$ cat config.mk
export PLATFORM = sky130hd
export DESIGN_NAME = dmem_arbiter
export DESIGN_NICKNAME = d
export VERILOG_FILES = /design/src/rtl/dmem_arb_pkg.sv /design/src/rtl/dmem_rr_pick.sv /design/src/rtl/dmem_arbiter.sv
export SDC_FILE = /design/constraint.sdc
export NUM_CORES = 1
export LEC_CHECK = 0
export ABC_AREA = 1
export BUFFER_PORTS_ARGS = -buffer_cell sky130_fd_sc_hd__buf_4
export CAP_MARGIN = 20
export CELL_PAD_IN_SITES_DETAIL_PLACEMENT = 1
export CELL_PAD_IN_SITES_GLOBAL_PLACEMENT = 2
export CORE_ASPECT_RATIO = 2
export CORE_UTILIZATION = 25
export CTS_CLUSTER_SIZE = 8
export DETAILED_ROUTE_END_ITERATION = 7
export PLACE_DENSITY_LB_ADDON = 0.1
export SLEW_MARGIN = 30
export SYNTH_ARGS = -nofsm -noshare
export SYNTH_HDL_FRONTEND = slang
export SYNTH_SLANG_ARGS = --single-unit
$ cat constraint.sdc
create_clock -name clk -period 1.43 [get_ports clk]
set_input_delay 0.3575 -clock clk [delete_from_list [all_inputs] [get_ports clk]]
set_output_delay 0.3575 -clock clk [all_outputs]
set_load 0.01 [all_outputs]
$ cat src/rtl/dmem_arb_pkg.sv
// dmem_arb_pkg: shared types and helpers for the data-memory arbiter.
//   - arb_state_e : arbiter FSM states
//   - BEATS       : byte beats per 32-bit word access
//   - REQ_CPU/DBG : requester index into req/grant vectors ({dbg,cpu})
//   - byte_lane() : big-endian byte select, beat 0 = bits [31:24]
package dmem_arb_pkg;

  localparam int BEATS   = 4;
  localparam int REQ_CPU = 0;
  localparam int REQ_DBG = 1;

  typedef enum logic [1:0] {
    ST_IDLE  = 2'd0,
    ST_XFER  = 2'd1,
    ST_DRAIN = 2'd2,
    ST_RESP  = 2'd3
  } arb_state_e;

  function automatic logic [7:0] byte_lane(input logic [31:0] word,
                                           input logic [1:0]  beat);
    logic [7:0] b;
    case (beat)
      2'd0:    b = word[31:24];
      2'd1:    b = word[23:16];
      2'd2:    b = word[15:8];
      default: b = word[7:0];
    endcase
    return b;
  endfunction

endpackage

$ cat src/rtl/dmem_rr_pick.sv
// dmem_rr_pick: two-input round-robin picker (combinational).
//   req        : request vector {dbg,cpu}
//   last_owner : 1 = dbg was granted last, 0 = cpu was granted last
//   win        : one-hot winner {dbg,cpu}, 00 when nobody requests
// On a tie the requester that did not own the memory last wins.
module dmem_rr_pick
  import dmem_arb_pkg::*;
(
  input  logic [1:0] req,
  input  logic       last_owner,
  output logic [1:0] win
);

  always_comb begin
    win = req;
    if (req[REQ_CPU] && req[REQ_DBG]) begin
      win = last_owner ? 2'b01 : 2'b10;
    end
  end

endmodule

$ cat src/rtl/dmem_arbiter.sv
// dmem_arbiter: shares a byte-wide single-port memory between the cpu and
// dbg ports. Each word access is four big-endian byte beats.
//   clk, rst_n                 : clock, synchronous active-low reset
//   c_req/c_we/c_addr/c_wdata  : cpu request (level, held until c_ready)
//   c_ready/c_rdata            : cpu one-cycle completion pulse / read word
//   d_*                        : same as c_* for the dbg port
//   m_en/m_we/m_addr/m_wdata   : memory byte command (registered)
//   m_rdata                    : memory read byte, valid cycle after m_en
//   grant                      : one-hot owner {dbg,cpu}, 00 when idle
//   busy                       : high whenever the FSM is not IDLE
// Handshake: a requester raises req and holds it with stable fields until
// it sees ready; fields are latched at grant, ready is a single-cycle pulse
// and req must drop in that cycle unless a further access is wanted.
module dmem_arbiter
  import dmem_arb_pkg::*;
#(
  parameter int ADDR_W = 5,
  parameter int DATA_W = 32
) (
  input  logic              clk,
  input  logic              rst_n,
  input  logic              c_req,
  input  logic              c_we,
  input  logic [ADDR_W-1:0] c_addr,
  input  logic [DATA_W-1:0] c_wdata,
  output logic              c_ready,
  output logic [DATA_W-1:0] c_rdata,
  input  logic              d_req,
  input  logic              d_we,
  input  logic [ADDR_W-1:0] d_addr,
  input  logic [DATA_W-1:0] d_wdata,
  output logic              d_ready,
  output logic [DATA_W-1:0] d_rdata,
  output logic              m_en,
  output logic              m_we,
  output logic [ADDR_W-1:0] m_addr,
  output logic [7:0]        m_wdata,
  input  logic [7:0]        m_rdata,
  output logic [1:0]        grant,
  output logic              busy
);

  arb_state_e        state;
  logic [1:0]        beat;        // beat currently presented on m_*
  logic              owner;       // 1 = dbg owns the current access
  logic              last_owner;  // 1 = dbg was granted last
  logic              lat_we;
  logic [ADDR_W-1:0] lat_addr;
  logic [DATA_W-1:0] lat_wdata;
  logic [23:0]       asm_q;       // first three read bytes, base byte on top

  logic [1:0]        winner;
  logic              sel_we;
  logic [ADDR_W-1:0] sel_addr;
  logic [DATA_W-1:0] sel_wdata;

  dmem_rr_pick u_pick (
    .req        ({d_req, c_req}),
    .last_owner (last_owner),
    .win        (winner)
  );

  always_comb begin
    sel_we    = c_we;
    sel_addr  = c_addr;
    sel_wdata = c_wdata;
    if (winner[REQ_DBG]) begin
      sel_we    = d_we;
      sel_addr  = d_addr;
      sel_wdata = d_wdata;
    end
  end

  always_ff @(posedge clk) begin
    if (!rst_n) begin
      state      <= ST_IDLE;
      beat       <= 2'd0;
      owner      <= 1'b0;
      last_owner <= 1'b1;  // cpu wins the first tie
      lat_we     <= 1'b0;
      lat_addr   <= '0;
      lat_wdata  <= '0;
      asm_q      <= '0;
      c_ready    <= 1'b0;
      d_ready    <= 1'b0;
      c_rdata    <= '0;
      d_rdata    <= '0;
      m_en       <= 1'b0;
      m_we       <= 1'b0;
      m_addr     <= '0;
      m_wdata    <= '0;
      grant      <= 2'b00;
      busy       <= 1'b0;
    end else begin
      case (state)
        ST_IDLE: begin
          if (|winner) begin
            state      <= ST_XFER;
            beat       <= 2'd0;
            owner      <= winner[REQ_DBG];
            last_owner <= winner[REQ_DBG];
            lat_we     <= sel_we;
            lat_addr   <= sel_addr;
            lat_wdata  <= sel_wdata;
            grant      <= winner;
            busy       <= 1'b1;
            m_en       <= 1'b1;
            m_we       <= sel_we;
            m_addr     <= sel_addr;
            m_wdata    <= byte_lane(sel_wdata, 2'd0);
          end
        end

        ST_XFER: begin
          // Read data trails its address by one cycle, so beats 1..3 of the
          // address phase collect bytes 0..2.
          if (!lat_we && beat != 2'd0) begin
            asm_q <= {asm_q[15:0], m_rdata};
          end
          if (beat == 2'(BEATS - 1)) begin
            m_en    <= 1'b0;
            m_we    <= 1'b0;
            m_addr  <= '0;
            m_wdata <= '0;
            if (lat_we) begin
              state   <= ST_RESP;
              c_ready <= !owner;
              d_ready <= owner;
            end else begin
              state <= ST_DRAIN;
            end
          end else begin
            beat    <= beat + 2'd1;
            m_addr  <= lat_addr + ADDR_W'(beat) + ADDR_W'(1);
            m_wdata <= byte_lane(lat_wdata, beat + 2'd1);
          end
        end

        ST_DRAIN: begin
          state   <= ST_RESP;
          c_ready <= !owner;
          d_ready <= owner;
          if (owner) d_rdata <= {asm_q, m_rdata};
          else       c_rdata <= {asm_q, m_rdata};
        end

        ST_RESP: begin
          state   <= ST_IDLE;
          c_ready <= 1'b0;
          d_ready <= 1'b0;
          grant   <= 2'b00;
          busy    <= 1'b0;
        end

        default: state <= ST_IDLE;
      endcase
    end
  end

endmodule

== Yosys cells after proc, flatten, opt, wreduce, memory -nomap -nowiden ==
Cells that the tools add are included.

* Add/sub/neg operators: 3
* Eq/ne operators: 10
* Reductions and logical operators: 21
* Muxes and demuxes: 33
* Bitwise gates (word level): 1

{| class="wikitable"
|+ Operator list
! cell !! number
|-
| two-way mux 32 bit || 1
|-
| case mux 8 bit (3 select lines) || 1
|-
| two-way mux 8 bit || 2
|-
| case mux 8 bit (2 select lines) || 1
|-
| two-way mux 5 bit || 3
|-
| two-way mux 2 bit || 7
|-
| AND reduction 2 bit || 7
|-
| case mux 5 bit (2 select lines) || 1
|-
| two-way mux 1 bit || 9
|-
| AND reduction 3 bit || 3
|-
| == test 2 bit (second input constant) || 4
|-
| != test 2 bit (second input constant) || 4
|-
| case mux 2 bit (2 select lines) || 2
|-
| case mux 2 bit (4 select lines) || 1
|-
| case mux 1 bit (2 select lines) || 3
|-
| case mux 1 bit (3 select lines) || 2
|-
| nonzero test 2 bit || 3
|-
| adder 5 x 1 -> 5 bit (second input constant) || 1
|-
| adder 5 x 2 -> 5 bit || 1
|-
| == test 2 x 1 -> 1 bit (second input constant) || 2
|-
| logical NOT 2 bit || 2
|-
| nonzero test 3 bit || 1
|-
| adder 2 x 1 -> 2 bit (second input constant) || 1
|-
| logical AND 1 bit || 2
|-
| 3 further kinds || 4
|}

* Logic and storage cells: 86
* Input port bits: 88
* Output and inout port bits: 84
* Register bits: 152

== Logic depth before layout (Yosys ltp) ==
* Depth after elaboration: 5
* Mapped depth: 10
* Mapped depth without buffers: 10

== By module ==
A second synthesis with hierarchy kept.

* Cells, all modules: 927
* Area total of the unflattened synthesis: 6,457.4 sq um

{| class="wikitable"
|+ Modules (own cells, without submodules)
! module !! cells an instance !! instances !! area each (sq um) !! seq. area each (sq um)
|-
| dmem_arbiter || 922 || 1 || 6,436.2 || 3,042.9
|-
| dmem_rr_pick || 5 || 1 || 21.3 || 0.0
|}

== Least setup slack after synthesis ==
Ideal clock, no wire load.

* Kind: register -> register
* Start point: register beat[0]
* End point: register m_addr[4]
* Slack: -0.091 ns
* Cell stages (with the launch flop): 11
* Path buffers: 0
* Required time: 1.318 ns
* Setup time: 0.112 ns
* Clock period less this slack: 1.521 ns
* Arrival: 1.410 ns
* Path through: dfxtp_1 -> inv_1 -> ha_1 -> inv_1 -> fa_1 -> nand2_1 -> o21bai_1 -> nand3_1 -> nand2_1 -> nor2_1 -> nor2_1

* Longest elaborated chain between the ends: 4
* Elaborated cells between the ends (all ways): 5
* Those cells by class: 2 x add/sub; 1 x eq/ne; 2 x mux

{| class="wikitable"
|+ RTL lines
! element !! RTL line !! source
|-
| start, declared || dmem_arbiter.sv:44 || <nowiki>logic [1:0] beat;</nowiki>
|-
| start signal, assigned || dmem_arbiter.sv:133 || <nowiki>beat <= beat + 2'd1;</nowiki>
|-
| adder 5 x 2 -> 5 bit || dmem_arbiter.sv:134 || <nowiki>m_addr <= lat_addr + ADDR_W'(beat) + ADDR_W'(1);</nowiki>
|-
| adder 5 x 1 -> 5 bit || dmem_arbiter.sv:134 ||
|-
| two-way mux 5 bit (*) || dmem_arbiter.sv:120 || <nowiki>if (beat == 2'(BEATS - 1)) begin</nowiki>
|-
| case mux 5 bit (2 select lines) (*) || dmem_arbiter.sv:95 || <nowiki>case (state)</nowiki>
|-
| end signal, assigned || dmem_arbiter.sv:109 || <nowiki>m_addr <= sel_addr;</nowiki>
|-
| end signal, assigned || dmem_arbiter.sv:134 ||
|-
| end, declared || dmem_arbiter.sv:36 || <nowiki>output logic [ADDR_W-1:0] m_addr,</nowiki>
|}

Mark *: on every way between the ends. The rest lies on a longest branch, timed or not.
A chain may end at the register's enable or synchronous reset.

== Worst setup path in the final report ==
Ends and elaborated chain as after synthesis.

==> reports/results.ini <==
[pwr]
p_switching_uw = 7380
internal-power_uw = 12000
combPwrFrac_pct = 44.1
clkPwrFrac_pct = 23.0
p_leak_uw = 0.00464
irDropWorstVdd_uv = 854
powerDensity_nw_per_um2 = 1940
power_frac_seq_pct = 32.9
netSwitchingFraction_pct = 38.0

[timing]
final.setup.tns_ps = -148
worst_pin_slew_ps = 329
holdWs_ps = 182
post-route-period-util_pct = 104
timing.final.ws_setup_ps = -53.1
rsz0062_at_grt = yes
fmax_mhz = 674
slew_headroom_pct = 78.0
slew_violations = 0
final-setup-viol-count = 4
hold_viol_final = 0
worst_clock_skew_ps = 9.19
min_period_ps = 1480

[logic_synthesis]
synth_fp_nets = 1073
synthArstFlopShare_pct = 0
synth_cell_type_count = 22
ys_ff_latch = 152
synth.avg_cell_area_um2 = 6.78
dominantRegCellSynth = dfxtp_1
synthesis.area_um2 = 6580
syn_inst = 971
seq_area_frac_synth_pct = 46.2
yosys_warnings = 0
synth_edf_count = 0

[die]
num_rows = 83
pin_count = 172
die-area_um2 = 27000
die_x_um = 117
initial_utilization_pct = 25.6
dieHeight_um = 232
coreArea_um2 = 25800

[setup_path]
cp.buffers_inverters = 2
r2r-start = beat[0]
ff2ff_setup_slack_ps = -50
crit_family = adder cells
slowest_delay_ps = 370
crit_type = flip-flop to flip-flop
slowest_stage = fa_2
cp.required_ps = 1750
worst_ep_arrival_time_ps = 1810
cp_max_fo = 5
cp_common_cell = nor2_1
reg2regPathDepth = 10
cp-start-kind = flip-flop
r2r-end = m_addr[4]
cp_cell_sequence = inv_4, ha_4, inv_2, fa_2, nand2_2, o21bai_1, nand3_1, nand2_1, nor2_1, nor2_1
crit_path_end_kind = flip-flop

[finish]
layout.nets = 1302
n_antenna_cell = 0
layout_common_cells = nor2_1, buf_4, nand2_1, dfxtp_1, o21ai_0
area_delta_synth_final_pct = 51.8
final_area_um2 = 9990
final_layout_size_suffix_gt1_share_pct = 30.9
layout_commonest_cell = nor2_1
n_fill_cell = 3296

[routing]
drtIter0Drc = 225
dr.pass1.iters = 4
via_count = 6877
routedWlPerCell_um = 16.3
drc = 0
via_per_inst = 4.43
maxUsedRoutingLayer = met4
drtAntennaViolNets = 0
met3_length_um = 648
wl_met1_mm = 8.15
drt_wl_total_mm = 25.3
wl_met2_mm = 15.6

[placed_design]
place_congestion = 0.833
dp_worst_setup_slack_ps = -269
placed_area_um2 = 8820
dpl.hpwl_mm = 19.0
port_buffers = 171

[clocking]
numClockSinks = 152
clock_latency_ps = 430
cts.clk_slew.worst_paths_ps = 60
h-tree-depth = 4
root_buffer = clkbuf_16
cts_tree = yes
cts_inserted_buffers = 17
clk_path_buf_depth = 2
postCtsHoldBufs = 0

[global_route]
grt_pass1_vias = 7068
antenna_found_initial = 0
grt_pass1_wl_mm = 38.4
grt_start_max_net_pins = 33
grt-ovfl-total = 0
track_usage_pct = 19.5

[min_path]
whs_endpoint = asm_q[3]
hold_path.startpoint = m_rdata[3]
min_path_cells = 3
hold_path.class = primary input to flip-flop

[outcome]
violations = negative setup slack
outcome = complete, but fails checks

[run]
cap_viol_max_count = 0

## power groups by stage
| stage | sequential (uW) | combinational [uW] | clock, uW |
|---|---|---|---|
| finish | 6380 | 8560 | 4470 |
| global route | 6500 | 9560 | 4770 |
| CTS | 6400 | 8380 | 4630 |
| detailed placement | 6440 | 7390 | 0 |
| global placement | 6430 | 7290 | 0 |
| floorplan | 6310 | 3660 | 0 |
## sequential cells by signal (all words and copies together) (netlist names)
signal / cells
d_ready: 1
m_wdata: 8
owner: 1
c_rdata: 32
m_addr: 5
lat_addr: 5
lat_wdata: 32
state: 2
c_ready: 1
m_en: 1
lat_we: 1
grant: 2
busy: 1
d_rdata: 32
m_we: 1
beat: 2
asm_q: 24
last_owner: 1
## cell type report
| type | count | area, um^2 | share of cell area, % |
|---|---|---|---|
| well taps | 340 | 425 | 4.26 |
| repair buffers | 266 | 2320 | 23.2 |
| multi-input cells | 704 | 3380 | 33.8 |
| clock buffers | 21 | 450 | 4.51 |
| clock inverters | 10 | 121 | 1.21 |
| inverters | 59 | 244 | 2.44 |
| flip-flops and latches | 152 | 3050 | 30.6 |
## synthesized netlist by cell type, drive strengths merged, types with 5 or more instances
master | instances | area [um^2]
nor2 | 277 | 1040
nand2 | 206 | 781
dfxtp | 152 | 3040
o21ai | 117 | 586
inv | 59 | 221
nand3 | 47 | 235
clkbuf | 34 | 129
a21oi | 33 | 165
buf | 22 | 129
ha | 13 | 163
nand3b | 5 | 37.5
## metal layers
layer | track usage [%] | up-vias
met3 | 2.80 | 31
met1 | 16.2 | 3202
met2 | 41.6 | 140
met4 | 9.34 | 0
li1 | - | 3504
met5 | 0 | -
## repair_timing
action	in CTS	in global routing
resized for setup	108	48
setup buffers	8	2
pin swaps	16	18
gates cloned	3	2
setup endpoints to repair	83	74
## worst max-delay path by stage
| stage | startpoint | end | slack, ps | cells after the start |
|---|---|---|---|---|
| after global placement | state[0] | d_ready | -270 | 6 |
| after global routing | beat[0] | m_addr[4] | -180 | 10 |
| after CTS | beat[0] | m_addr[4] | -100 | 10 |
| final | beat[0] | m_addr[4] | -50 | 10 |
| after detailed placement | state[0] | c_ready | -270 | 6 |
| after floorplan | state[0] | m_addr[4] | 0.6 | 9 |
## metrics by stage
step,std cells,power [uW],util [%]
6_report,1552,19400,38.8
5_1_grt,1552,20800,38.8
4_1_cts,1549,19400,38.1
3_5_place_dp,1507,13800,34.3
3_3_place_gp,1507,13700,34.3
2_1_floorplan,971,9980,-
## cell families (layout without fill, tap and decap cells)
group                      count (synthesis)  in the layout  synth area share [%]
adders and majority gates                 14             14                  2.77
buffers and inverters                    115            356                  7.28
and+or+nand+nor                          537            537                  32.0
AOI/OAI and AO/OA                        153            153                  11.7
DFF                                      152            152                  46.2
## worst register-to-register path: cells and delay by family, from the launching register on
kind | cells | cell delay (ps)
flops | 1 | 330
simple gates | 5 | 370
compound gates | 1 | 60
fa+ha+maj | 2 | 500
buf+inv | 2 | 120
Power figures use the tool's default switching activity.
